File: src/rtl/screen_fb_arbiter.sv
// Column-write port arbiter for the Nokia 5110 screen_controller: round-robin between two
// requesters plus a full-screen clear engine that owns the port for NUM_COLUMNS cycles.
module screen_fb_arbiter #(
  parameter int                 NUM_COLUMNS     = 84,
  parameter int                 ADDR_W          = 7,
  parameter int                 DATA_W          = 48,
  parameter logic [DATA_W-1:0]  CLEAR_PATTERN   = '0,
  parameter bit                 FREEZE_ON_CLEAR = 1'b1
) (
  input  logic              clk_main,
  input  logic              rst,
  input  logic              req0,
  input  logic [ADDR_W-1:0] addr0,
  input  logic [DATA_W-1:0] data0,
  output logic              gnt0,
  input  logic              req1,
  input  logic [ADDR_W-1:0] addr1,
  input  logic [DATA_W-1:0] data1,
  output logic              gnt1,
  input  logic              clear_start,
  output logic              clear_busy,
  output logic              range_err,
  output logic [ADDR_W-1:0] scr_address,
  output logic [DATA_W-1:0] scr_data,
  output logic              scr_wr_en,
  output logic              scr_enable
);

  typedef enum logic {ST_ARB, ST_CLEAR} state_t;

  localparam logic [ADDR_W-1:0] LAST_COL = ADDR_W'(NUM_COLUMNS - 1);

  state_t              r_state;
  logic [ADDR_W-1:0]   r_count;
  logic [1:0]          r_gnt;
  logic                r_last;
  logic                r_wr_en;
  logic                r_busy;
  logic                r_range_err;
  logic                r_enable;
  logic [ADDR_W-1:0]   r_address;
  logic [DATA_W-1:0]   r_data;

  state_t              w_state_next;
  logic [ADDR_W-1:0]   w_count_next;
  logic [1:0]          w_gnt_next;
  logic                w_last_next;
  logic                w_wr_en_next;
  logic                w_busy_next;
  logic                w_range_err_next;
  logic                w_enable_next;
  logic [ADDR_W-1:0]   w_address_next;
  logic [DATA_W-1:0]   w_data_next;
  logic                w_sel;

  logic [1:0]          w_req;
  logic [ADDR_W-1:0]   w_addr [2];
  logic [DATA_W-1:0]   w_data [2];
  logic [1:0]          w_elig;
  logic [1:0]          w_in_range;

  assign w_req     = {req1, req0};
  assign w_addr[0] = addr0;
  assign w_addr[1] = addr1;
  assign w_data[0] = data0;
  assign w_data[1] = data1;

  // A requester granted on the previous edge may still hold req high; skip it once.
  for (genvar gi = 0; gi < 2; gi++) begin : g_req
    assign w_elig[gi]     = w_req[gi] & ~r_gnt[gi];
    assign w_in_range[gi] = (int'(w_addr[gi]) < NUM_COLUMNS);
  end

  always_comb begin
    w_state_next     = r_state;
    w_count_next     = r_count;
    w_gnt_next       = '0;
    w_last_next      = r_last;
    w_wr_en_next     = 1'b0;
    w_busy_next      = 1'b0;
    w_range_err_next = 1'b0;
    w_address_next   = r_address;
    w_data_next      = r_data;
    w_sel            = 1'b0;

    case (r_state)
      ST_ARB: begin
        if (clear_start) begin
          // The sampling edge already issues column 0, so the sweep has no dead cycle.
          w_wr_en_next   = 1'b1;
          w_busy_next    = 1'b1;
          w_address_next = '0;
          w_data_next    = CLEAR_PATTERN;
          if (NUM_COLUMNS > 1) begin
            w_state_next = ST_CLEAR;
            w_count_next = ADDR_W'(1);
          end
        end else if (|w_elig) begin
          w_sel = (&w_elig) ? ~r_last : w_elig[1];
          w_gnt_next[w_sel] = 1'b1;
          w_last_next       = w_sel;
          if (w_in_range[w_sel]) begin
            w_wr_en_next   = 1'b1;
            w_address_next = w_addr[w_sel];
            w_data_next    = w_data[w_sel];
          end else begin
            w_range_err_next = 1'b1;
          end
        end
      end
      ST_CLEAR: begin
        w_wr_en_next   = 1'b1;
        w_busy_next    = 1'b1;
        w_address_next = r_count;
        w_data_next    = CLEAR_PATTERN;
        if (r_count == LAST_COL) begin
          w_state_next = ST_ARB;
          w_count_next = '0;
        end else begin
          w_count_next = r_count + ADDR_W'(1);
        end
      end
      default: begin
        w_state_next = ST_ARB;
        w_count_next = '0;
      end
    endcase

    w_enable_next = !(FREEZE_ON_CLEAR && w_busy_next);
  end

  always_ff @(posedge clk_main) begin
    if (rst) begin
      r_state     <= ST_ARB;
      r_count     <= '0;
      r_gnt       <= '0;
      r_last      <= 1'b1;
      r_wr_en     <= 1'b0;
      r_busy      <= 1'b0;
      r_range_err <= 1'b0;
      r_enable    <= 1'b0;
      r_address   <= '0;
      r_data      <= '0;
    end else begin
      r_state     <= w_state_next;
      r_count     <= w_count_next;
      r_gnt       <= w_gnt_next;
      r_last      <= w_last_next;
      r_wr_en     <= w_wr_en_next;
      r_busy      <= w_busy_next;
      r_range_err <= w_range_err_next;
      r_enable    <= w_enable_next;
      r_address   <= w_address_next;
      r_data      <= w_data_next;
    end
  end

  assign gnt0        = r_gnt[0];
  assign gnt1        = r_gnt[1];
  assign clear_busy  = r_busy;
  assign range_err   = r_range_err;
  assign scr_address = r_address;
  assign scr_data    = r_data;
  assign scr_wr_en   = r_wr_en;
  assign scr_enable  = r_enable;

endmodule

File: config.mk
export PLATFORM = sky130hd
export DESIGN_NAME = screen_fb_arbiter
export DESIGN_NICKNAME = d
export VERILOG_FILES = /design/src/rtl/screen_fb_arbiter.sv
export SDC_FILE = /design/constraint.sdc
export NUM_CORES = 1
export LEC_CHECK = 0
export CORE_ASPECT_RATIO = 1.5
export CORE_MARGIN = 2
export CORE_UTILIZATION = 40
export DETAILED_ROUTE_END_ITERATION = 12
export DONT_BUFFER_PORTS = 1
export SLEW_MARGIN = 20
export SYNTH_ARGS = -nofsm -noshare
export SYNTH_HDL_FRONTEND = slang
export SYNTH_SLANG_ARGS = --single-unit
File: constraint.sdc
create_clock -name clk_main -period 2.11 [get_ports clk_main]
set_input_delay 0.633 -clock clk_main [delete_from_list [all_inputs] [get_ports clk_main]]
set_output_delay 0.633 -clock clk_main [all_outputs]
set_load 0.05 [all_outputs]
==> run summary <==
outcome -> finished, final reports clean
Starting Density -> 40.9%
unrepaired setup endpoints after global routing -> no
Finish-stage setup viols -> 0
#FFs+latches synth -> 70
io pins -> 176
top-count cell post-synth -> nand2_1
area of the mapped netlist -> 3420 um2
r2r setup slk -> 320 ps
register area share after synthesis -> 41.0%
synth top area cells -> dfxtp_1 41%, a311oi_2 18%, nand2_1 11%
Post-Syn Instances -> 383
vias in the first global route -> 2581
Post-synth EDFFs -> 0
Remaining Overflow, GRT -> 0
Max Cap Violations -> 0
minimum clock period -> 1790 ps
pin count of the biggest net entering global routing -> 56
DRC violations left -> 0
setup TNS -> 0 ps
Post-Syn Nets -> 499
crit-path cells -> buf_4 > inv_1 > a21o_1 > o211a_4 > buf_12 > nor2_1 > a311oi_2
Die Wd -> 79.5 um
Pwr Total -> 3620 uW
final worst-path cycle share -> 84.6%
die height -> 117 um
via/cell ratio -> 5.67
GRT Util Overall -> 18.1%
Final Hold Fails -> 0
Avg Inst Size Synth -> 8.93 um2
initial drt markers -> 98
CP arrival -> 2020 ps
Routed Wire Length -> 8.81 mm
DR WL/cell -> 18.1 um
CTS clk-pin slew, worst paths -> 60 ps
Worst path max stage delay -> 310 ps
worst path bufs/invs -> 3
Post-CTS Resized -> 0
Main synth FF type -> dfxtp_1
clk_skew -> 3.64 ps
Yosys top cell by area -> dfxtp_1
largest fanout on the critical path -> 55
leakage -> 0.00140 uW
H-tree levels -> 3
core area -> 8360 um2
Yosys cell types -> 38
Die ar. -> 9320 um2
Min-Delay Path Class -> primary input to flop
CTS tree -> built
CP startpoint kind -> flop
Worst Path Required -> 2350 ps
Hold Buf Count CTS -> 0
Post-Route Utilization -> 45.4%
FMAX -> 560 MHz
Final Slew Violations -> 0
critical path class -> flop to flop
Synthesis Warnings -> 0
Core Rows -> 41
DRT antenna net count -> 0
CP max stage cell -> dfxtp_1
CTS max path bufs -> 2
Root Driver -> clkbuf_16
CP Capture Type -> flop
share of cells above drive strength 1 -> 21.8%
Min Hold Slack -> 372 ps
Top delay family on crit path -> compound AO/OA/AOI/OAI gates
Max VDD drop -> 0.518 mV
First-pass DRT Iterations -> 4
Via Count -> 2768
async set or reset register ratio after synthesis -> 0%
Tightest Pin Transition -> 554 ps
clk_lat worst skew -> 320 ps
pwr dens -> 953 nW/um2
RePlAce Congestion -> 0.803
post-CTS setup buffer count -> 0
top post-synthesis cells by count -> 103 x nand2_1, 70 x dfxtp_1, 53 x nor2_1
global-route wire length before repair -> 12.9 mm
Diodes inserted -> 0
FILL cells -> 826
Clock Sinks -> 70
# nets final -> 492
Layout area overhead -> 11.1%
Port Buf Inserts -> 0
total CTS buffers -> 9
max_slew headroom -> 63.0%
top-area cell type share of the netlist area -> 41.0%
initial antenna violation count -> 0
Detail Placement HPWL -> 6.32 mm
-- cells by family after synthesis --
kind of cell,Yosys count,share of synthesized area (%)
and+or+nand+nor,176,21.1
muxes,7,2.30
AOI/OAI and AO/OA,91,28.9
buffers and inverters,37,6.11
xor gates and xnor gates,1,0.256
adders and majority gates,1,0.366
DFF,70,41.0
-- cells in the final DEF, fill, tap and decap left out, drive strengths merged --
cell type	n
clkbuf	11
o41ai	7
nor2b	2
ha	1
o31a	1
dfxtp	70
and3	4
a221o	1
buf	15
nor3	2
nor2	53
nand2b	4
a311oi	48
nand3b	1
o311ai	1
a21oi	8
a211o	1
inv	3
or2	1
o21ai	11
nand3	2
o21a	1
a21o	1
nor3b	1
and2	2
mux2	7
bufinv	1
and2b	1
a21boi	1
o211a	1
nand2	103
xnor2	1
a22oi	7
o31ai	2
clkinv	5
-- sequential cells by signal, indices dropped and copies added (netlist names) --
name         flops
r_last           1
clear_busy       1
scr_data        48
scr_address      7
r_count          7
range_err        1
r_gnt            2
r_state          1
scr_enable       1
scr_wr_en        1
-- per-layer routing --
| layer | vias up | global-route usage [%] | share of wire [%] | wire, um |
|---|---|---|---|---|
| met5 | - | 0 | 0 | 0 |
| met4 | 0 | 10.0 | 2.5 | 223 |
| met3 | 18 | 5.52 | 7.8 | 686 |
| met2 | 111 | 31.7 | 52 | 4570 |
| met1 | 1287 | 19.4 | 38 | 3330 |
| li1 | 1352 | - | - | - |
-- layout make-up --
cell class	instances	area [um2]	share of cell area, %
inverters	4	15.0	0.395
clock buffers	11	233	6.12
flip-flops and latches	70	1400	36.9
well taps	107	134	3.52
multi-input cells	276	1820	47.8
repair buffers	15	150	3.95
clock inverters	5	50.0	1.32
-- path summary, 6_finish.rpt --
| path | start | depth (start not counted) | end |
|---|---|---|---|
| min | rst | 1 | r_count[0] |
| max reg2reg | r_gnt[0] | 7 | scr_data[36] |
| min reg2reg | r_count[2] | 2 | r_count[2] |
| max | r_gnt[0] | 7 | scr_data[36] |
-- power breakdown --
group	total (uW)	leakage [uW]	internal [uW]	switching (uW)
Combinational	527	0.000682	188	339
Clock	1440	0.000143	906	534
Sequential	1650	0.000571	1390	262
-- worst register-to-register path, stage by stage, from the launching register on --
cell	delay [ps]
dfxtp_1	310
buf_4	190
inv_1	60
a21o_1	170
o211a_4	270
buf_12	290
nor2_1	130
a311oi_2	280
-- through the flow --
stage | setup slack (ps) | instance area (um2) | instances
finish | 324 | 3800 | 488
global placement | 153 | 3520 | 472
detailed placement | 59.0 | 3520 | 472
floorplan | 220 | 3420 | 383
global route | 203 | 3800 | 488
CTS | 316 | 3800 | 488
(Power assumes the default switching activity.)
